File: config.mk
export PLATFORM = sky130hd
export DESIGN_NAME = conv2d_stream
export DESIGN_NICKNAME = d
export VERILOG_FILES = /design/src/rtl/conv2d_stream.sv
export SDC_FILE = /design/constraint.sdc
export NUM_CORES = 2
export LEC_CHECK = 0
export ABC_AREA = 1
export BUFFER_PORTS_ARGS = -buffer_cell sky130_fd_sc_hd__buf_2
export CAP_MARGIN = 20
export CORE_MARGIN = 2
export CORE_UTILIZATION = 35
export DETAILED_ROUTE_END_ITERATION = 10
export PLACE_DENSITY = 0.56
export SLEW_MARGIN = 20
export SYNTH_ARGS = -nofsm -noshare
export SYNTH_HDL_FRONTEND = slang
export SYNTH_SLANG_ARGS = --single-unit
File: constraint.sdc
create_clock -name clk -period 13.04 [get_ports clk]
set_input_delay 0.652 -clock clk [delete_from_list [all_inputs] [get_ports clk]]
set_output_delay 0.652 -clock clk [all_outputs]
set_load 0.02 [all_outputs]
File: src/rtl/conv2d_stream.sv
// Streaming 3x3 convolution with loadable weights/bias and valid/ready flow control.
// Optional CONV_RELU_EN clamps negative results to zero in the output stage.
module conv2d_stream #(
    parameter int IMG_WIDTH  = 5,
    parameter int IMG_HEIGHT = 5,
    parameter int DATA_W     = 8,
    parameter int WT_W       = 8,
    parameter int ACC_W      = 32
) (
    input  logic              clk,
    input  logic              rst,
    input  logic              pix_valid,
    input  logic [DATA_W-1:0] pix_data,
    output logic              pix_ready,
    input  logic              wt_we,
    input  logic [3:0]        wt_addr,
    input  logic [WT_W-1:0]   wt_data,
    output logic              out_valid,
    output logic [ACC_W-1:0]  out_data,
    output logic              out_last,
    input  logic              out_ready
);
    localparam int PW = DATA_W + WT_W + 1;
    localparam int CW = $clog2(IMG_WIDTH);
    localparam int RW = $clog2(IMG_HEIGHT);
    localparam logic [CW-1:0] COL_MAX = CW'(IMG_WIDTH - 1);
    localparam logic [RW-1:0] ROW_MAX = RW'(IMG_HEIGHT - 1);

    logic                    run_reg;
    logic [CW-1:0]           col_reg;
    logic [RW-1:0]           row_reg;
    logic [DATA_W-1:0]       lb1_mem [IMG_WIDTH];
    logic [DATA_W-1:0]       lb2_mem [IMG_WIDTH];
    logic [DATA_W-1:0]       col_in  [3];
    logic [DATA_W-1:0]       win_reg [9];
    logic signed [WT_W-1:0]  shadow_reg [10];
    logic signed [WT_W-1:0]  active_reg [10];
    logic signed [PW-1:0]    prod_c   [9];
    logic signed [PW-1:0]    prod_reg [9];
    logic signed [WT_W-1:0]  bias_reg;
    logic                    v0_reg, v1_reg, last0_reg, last1_reg;
    logic                    out_valid_reg, out_last_reg;
    logic [ACC_W-1:0]        out_data_reg;
    logic signed [ACC_W-1:0] sum_c;
    logic [ACC_W-1:0]        result_c;
    logic                    stall, adv, accept, frame_start;

    assign stall       = out_valid_reg & ~out_ready;
    assign adv         = ~stall;
    assign pix_ready   = run_reg & ~stall;
    assign accept      = pix_valid & pix_ready;
    assign frame_start = accept && (col_reg == '0) && (row_reg == '0);

    always_ff @(posedge clk or negedge rst) begin
        if (!rst) begin
            run_reg <= 1'b0;
            col_reg <= '0;
            row_reg <= '0;
        end else begin
            run_reg <= 1'b1;
            if (accept) begin
                if (col_reg == COL_MAX) begin
                    col_reg <= '0;
                    row_reg <= (row_reg == ROW_MAX) ? '0 : row_reg + 1'b1;
                end else begin
                    col_reg <= col_reg + 1'b1;
                end
            end
        end
    end

    // Line buffers hold the two previous rows; stale contents only feed windows the valid flag rejects.
    always_ff @(posedge clk) begin
        if (accept) begin
            lb1_mem[col_reg] <= pix_data;
            lb2_mem[col_reg] <= lb1_mem[col_reg];
        end
    end

    assign col_in[0] = lb2_mem[col_reg];
    assign col_in[1] = lb1_mem[col_reg];
    assign col_in[2] = pix_data;

    always_ff @(posedge clk or negedge rst) begin
        if (!rst) begin
            for (int i = 0; i < 9; i++) win_reg[i] <= '0;
        end else if (accept) begin
            for (int r = 0; r < 3; r++) begin
                win_reg[r*3]   <= win_reg[r*3+1];
                win_reg[r*3+1] <= win_reg[r*3+2];
                win_reg[r*3+2] <= col_in[r];
            end
        end
    end

    // A write landing on the frame-start accept must reach the active set immediately.
    always_ff @(posedge clk or negedge rst) begin
        if (!rst) begin
            for (int i = 0; i < 10; i++) begin
                shadow_reg[i] <= '0;
                active_reg[i] <= '0;
            end
        end else begin
            if (wt_we && wt_addr <= 4'd9)
                shadow_reg[wt_addr] <= wt_data;
            if (frame_start)
                for (int i = 0; i < 10; i++)
                    active_reg[i] <= (wt_we && wt_addr == 4'(i)) ? wt_data : shadow_reg[i];
        end
    end

    genvar gi;
    generate
        for (gi = 0; gi < 9; gi++) begin : g_tap
            assign prod_c[gi] = PW'($signed({1'b0, win_reg[gi]})) * PW'(active_reg[gi]);
        end
    endgenerate

    // Bias travels with the products so a frame-start weight swap cannot touch the previous frame's tail.
    always_ff @(posedge clk or negedge rst) begin
        if (!rst) begin
            v0_reg        <= 1'b0;
            last0_reg     <= 1'b0;
            v1_reg        <= 1'b0;
            last1_reg     <= 1'b0;
            bias_reg      <= '0;
            out_valid_reg <= 1'b0;
            out_last_reg  <= 1'b0;
            out_data_reg  <= '0;
            for (int i = 0; i < 9; i++) prod_reg[i] <= '0;
        end else if (adv) begin
            v0_reg        <= accept && (row_reg >= RW'(2)) && (col_reg >= CW'(2));
            last0_reg     <= accept && (row_reg == ROW_MAX) && (col_reg == COL_MAX);
            v1_reg        <= v0_reg;
            last1_reg     <= last0_reg;
            bias_reg      <= active_reg[9];
            for (int i = 0; i < 9; i++) prod_reg[i] <= prod_c[i];
            out_valid_reg <= v1_reg;
            out_last_reg  <= v1_reg & last1_reg;
            out_data_reg  <= result_c;
        end
    end

    always_comb begin
        sum_c = ACC_W'(bias_reg);
        for (int i = 0; i < 9; i++) sum_c = sum_c + ACC_W'(prod_reg[i]);
    end

`ifdef CONV_RELU_EN
    assign result_c = sum_c[ACC_W-1] ? '0 : sum_c;
`else
    assign result_c = sum_c;
`endif

    assign out_valid = out_valid_reg;
    assign out_last  = out_last_reg;
    assign out_data  = out_data_reg;
endmodule
=== After elaboration in Yosys (flattened, before gate mapping) ===
Memories as Yosys holds them, arrays and structs flattened. A register that Yosys moved wholly into a read port is not among the register bits.
Cells that the tools add are included.
Widths: inputs -> output; s select.

* Register bits: 430
* Bits in latches: 0
* Bits in writable memories: 80
* Memory bits (read-only): 0
* Output and inout port bits: 35
* Memories kept: 2

* $add $sub $neg: 11
* Multiply operators: 9
* Divide/modulo/power cells: 0
* Magnitude comparators: 5
* Eq/ne operators: 11
* Shift operators: 0
* Mux-type cells: 17
* Bitwise operators: 7
* Reductions and logical operators: 23

{| class="wikitable"
|+ Memory list
! name !! depth !! bits a word !! read ports !! clocked after memory_dff !! wr ports !! line !! RTL
|-
| lb1_mem || 5 || 8 || 1 || 0 || 1 || 32 || <nowiki>logic [DATA_W-1:0] lb1_mem [IMG_WIDTH];</nowiki>
|-
| lb2_mem || 5 || 8 || 1 || 1 || 1 || 33 || <nowiki>logic [DATA_W-1:0] lb2_mem [IMG_WIDTH];</nowiki>
|}

{| class="wikitable"
|+ Operators with widths
! operator !! count
|-
| $mul 9x8->17 || 9
|-
| $mux 8 || 11
|-
| $bwmux 80 || 1
|-
| $demux 8 s4 || 1
|-
| $add 25x17->26 || 1
|-
| $add 24x17->25 || 1
|-
| $add 23x17->24 || 1
|-
| $add 22x17->23 || 1
|-
| $add 21x17->22 || 1
|-
| $add 20x17->21 || 1
|-
| $add 19x17->20 || 1
|-
| $add 18x17->19 || 1
|-
| $add 8x17->18 || 1
|-
| $logic_and 1x1->1 || 18
|-
| $eq 4x3->1 const B || 4
|-
| $eq 4x2->1 const B || 2
|-
| $eq 4x4->1 const B || 2
|-
| $add 3x1->3 const B || 2
|-
| $eq 3x3->1 const B || 2
|-
| $ge 3x2->1 const B || 2
|-
| $logic_not 3->1 || 2
|-
| $mux 3 || 2
|-
| $ge 5x5->1 const B || 1
|-
| $lt 5x1->1 const B || 1
|-
| 9 further kinds || 14
|}

=== Depth between registers and ports, before layout ===
* Depth in word-level cells: 9
* Gate-level depth with buffers: 22
* Depth with buffers taken out: 21

=== Worst setup path after synthesis ===
No wires, ideal clock.

* Path type: register to register
* From: register prod_reg[67] (netlist bit)
* To: register out_data_reg[22] (netlist: out_data[22])
* Arrival: 4.140 ns
* Required time: 12.920 ns
* Path slack: 8.780 ns
* Cell stages (with the launch flop): 19
* Buffers on the path: 1
* Cell sequence: dfrtp_1 fa_1 inv_1 fa_1 fa_1 fa_1 inv_1 fa_1 ha_1 clkbuf_1 nand2_1 inv_1 nand2_1 nor2_1 nand2_1 nand3_1 nand2_1 nand3_1 nand2_1

* Cells in the longest elaborated chain, start to end: 4

{| class="wikitable"
|+ RTL lines
! what !! line !! RTL
|-
| from (decl) || 39 || <nowiki>logic signed [PW-1:0] prod_reg [9];</nowiki>
|-
| $add 22x17->23 || 146 || <nowiki>for (int i = 0; i < 9; i++) sum_c = sum_c + ACC_W'(prod_reg[i]);</nowiki>
|-
| $add 23x17->24 || 146 ||
|-
| $add 24x17->25 || 146 ||
|-
| $add 25x17->26 || 146 ||
|-
| to (signal assigned) || 140 || <nowiki>out_data_reg <= result_c;</nowiki>
|-
| to (decl) || 43 || <nowiki>logic [ACC_W-1:0] out_data_reg;</nowiki>
|}

Every way passes these cells.
A chain may end at the register's enable or synchronous reset.

=== Worst setup path after layout ===
* From: register prod_reg[104] (netlist bit)
* To: register out_data_reg[17] (netlist: out_data[17])

* Cells in the longest elaborated chain, start to end: 7

{| class="wikitable"
|+ RTL lines
! what !! line
|-
| $add 19x17->20 || 146
|-
| $add 20x17->21 || 146
|-
| $add 21x17->22 || 146
|-
| $add 22x17->23 || 146
|-
| $add 23x17->24 || 146
|-
| $add 24x17->25 || 146
|-
| $add 25x17->26 || 146
|}

Every way passes these cells.

==> run_results.csv <==
group,metric,value,unit
route,drt_wl_total,121000,µm
worst_setup_path,rrSetupSlack,8.30,ns
sta,fin_setup_tns,0,ns
clocking,clock-sinks,512,
flow_run,cap_violations,0,
route,drcViolationCount,0,
worst_setup_path,path_buf_inv,4,
worst_setup_path,crit_fanout,4,
final_layout,n_fill_cell,12800,
logic_synthesis,ys_warn_count,0,
clocking,cts_tree,"yes",
sta,slew_headroom,26.9,%
placed_design,dp_hpwl,93300,µm
sta,max_freq,0.211,GHz
floorplanning,rows,130,
clocking,h-tree-depth,2,
final_layout,largest_register_ffs,153,
final_layout,drive_gt1_share,4.51,%
route,drt_first_pass_iters,7,
placed_design,port_buffers,59,
worst_setup_path,cp.arrival,5.31,ns
logic_synthesis,synth_top_family_by_area,"adder cells",
grt,grt_pass1_wl,194000,µm
placed_design,gp_congestion,0.889,
logic_synthesis,ys.flop_type,"dfrtp_1",
worst_setup_path,crit_top_cell,"fa_1",
floorplanning,die_y,360,µm
route,drt_iter0_drc,2346,
logic_synthesis,synth_xor_xnor_area_share,1.10,%
logic_synthesis,yosysTopAreaCell,"dfrtp_1",
final_layout,area_growth,8.05,%
clocking,hold_buffers,0,
clocking,cts-buffers-inserted,59,
sta,skew,0.0474,ns
logic_synthesis,synth_seq_cells,512,
logic_synthesis,synth_fa_ha_area_share,33.1,%
worst_setup_path,crit_chain,"fa_1 -> fa_1 -> fa_1 -> inv_1 -> fa_1 -> inv_1 -> fa_1 -> inv_1 -> fa_1 -> inv_1 -> nand3_1 -> nand3_1 -> nand2_1 -> nand2_1 -> nand3_1 -> nand2_1 -> nand2_1 -> nand3_1 -> nand2_1",
logic_synthesis,synth.area.mux_share,0,%
sta,hold_slack,-0.000434,ns
logic_synthesis,synth_simple_gate_area_share,18.4,%
sta,period_share,36.3,%
route,wire_per_inst,17.4,µm
final_layout,final_cell_mix,"1677 x nand2_1, 1128 x inv_1, 474 x fa_1, 432 x dfrtp_1, 418 x ha_1",
worst_setup_path,worstPathRequired,13.61,ns
worst_setup_path,end_kind,"register",
worst_setup_path,slowest_delay,0.58,ns
clocking,post-cts-setup-buffer-count,0,
floorplanning,core,126000,µm²
floorplanning,initial_utilization,35.3,%
hold_path,holdCritPathClass,"in -> async",
worst_setup_path,critPathSlowestCell,"fa_1",
logic_synthesis,ys_types,46,
sta,timing.final.crit_period,4.74,ns
logic_synthesis,yosysSeqAreaShare,29.7,%
logic_synthesis,synthCells,5349,
route,antenna_left,0,
clocking,clockBufferDepth,3,
floorplanning,die-width,360,µm
logic_synthesis,synth_area_leaders,"dfrtp_1 24%, fa_1 21%, nand2_1 14%, ha_1 12%, inv_1 9.5%",
worst_setup_path,critPathKind,"reg -> reg",
clocking,clk_latency,0.68,ns
grt,track_usage,19.0,%
placed_design,dp_slack,8.30,ns
logic_synthesis,synth-edff-count,80,
sta,finalHoldViolCount,1,
grt,grt_pass1_vias,34000,
final_layout,multi_input_area,26000,µm²
final_layout,layoutNonFillerInstCount,6952,
sta,slew_viol_final,0,
floorplanning,io_pins,60,
logic_synthesis,syn_avg_cell_area,8.31,µm²
grt,grt-ovfl-total,0,
status,violations,"negative hold slack",
logic_synthesis,synth_compound_area_share,5.62,%
logic_synthesis,netlist_area,44400,µm²
status,status,"complete, but fails checks",
route,vias,32900,
grt,grt_antenna_before_repair,2,
sta,setup_ws,8.30,ns
final_layout,antenna_cells,0,
worst_setup_path,critPathTopFamily,"adder cells",
logic_synthesis,syn-num-nets,6266,
placed_design,placed_cells,6841,
final_layout,finalNetCount,6169,
final_layout,final_common_cell,"nand2_1",
clocking,worst_setup_hold_path_clk_slew,0.07,ns
floorplanning,die_area,130000,µm²
logic_synthesis,yosysTopAreaCellShare,24.3,%
logic_synthesis,async_flop_share,84.4,%
sta,rsz0062_at_grt,"no",
worst_setup_path,start_kind,"register",
final_layout,ff_latch_area,13200,µm²
sta,worstMarginPinSlew,1.10,ns
sta,final-setup-viol-count,0,
clocking,cts_root_buf,"clkbuf_16",
grt,grt_max_degree,134,
route,via_per_inst,4.74,
clocking,cts_resized,0,
==> cell type report <==
cell class | instances | area share, %
sequential | 512 | 27.5
timing repair buffer | 75 | 0.886
clock inverter | 31 | 0.766
inverter | 1148 | 8.99
tap | 1650 | 4.30
clock buffer | 80 | 3.45
multi-input combinational | 3456 | 54.1
==> cells in the mapped netlist (6+ instances only) <==
cell type and instances:
a21o_1 13, a21oi_1 85, a31oi_1 40, buf_2 45
buf_4 13, clkbuf_1 169, clkinv_1 11, dfrtp_1 432
edfxtp_1 80, fa_1 474, ha_1 418, inv_1 1130
inv_2 6, nand2_1 1677, nand3_1 161, nand4_1 8
nor2_1 136, nor2_4 8, nor3_1 30, o21a_1 40
o21ai_0 214, o21ai_1 15, o21bai_1 16, or2_2 27
xnor2_1 46, xor2_1 10
==> cell families (layout without fill, tap and decap cells) <==
family,count (synthesis),after routing
and+or+nand+nor,2064,2064
buffers and inverters,1381,1334
adders and majority gates,892,892
DFF,512,512
AOI/OAI and AO/OA,443,443
xor gates and xnor gates,56,56
other,1,1
==> worst reg2reg max path, cell delays in order, from the launching register on <==
cell and delay (ns):
dfrtp_1 0.40, fa_1 0.56, fa_1 0.45, fa_1 0.56
inv_1 0.06, fa_1 0.58, inv_1 0.09, fa_1 0.53
inv_1 0.06, fa_1 0.42, inv_1 0.11, nand3_1 0.07
nand3_1 0.16, nand2_1 0.07, nand2_1 0.15, nand3_1 0.12
nand2_1 0.08, nand2_1 0.04, nand3_1 0.06, nand2_1 0.06
==> metrics by stage <==
stage,cell area [µm²],util (%)
6_report,48000,38.2
5_1_grt,48000,38.2
4_1_cts,48000,38.2
3_5_place_dp,46000,36.6
3_3_place_gp,46000,36.6
2_1_floorplan,44400,-
==> final timing paths <==
path / start / to / cells after the start
worst max register to register: prod_reg[104] / out_data[17] / 19
max in group asynchronous: rst / run_reg / 3
min in group clk: pix_data[5] / lb1_mem[2][5] / 1
worst min register to register: out_data[0] / out_data[0] / 2
worst max-delay path: prod_reg[104] / out_data[17] / 19
worst min-delay path: rst / win_reg[6] / 1
==> layer usage <==
layer	track usage, %	wire (µm)	up-vias
li1	-	-	15900
met1	26.7	57000	16300
met2	31.4	55400	673
met3	2.31	6020	125
met4	4.42	2590	2
met5	0	13	-
Power is left out: the tool's default activity adds up to more than one toggle a clock period on the data nets, which glitch-free logic cannot reach.
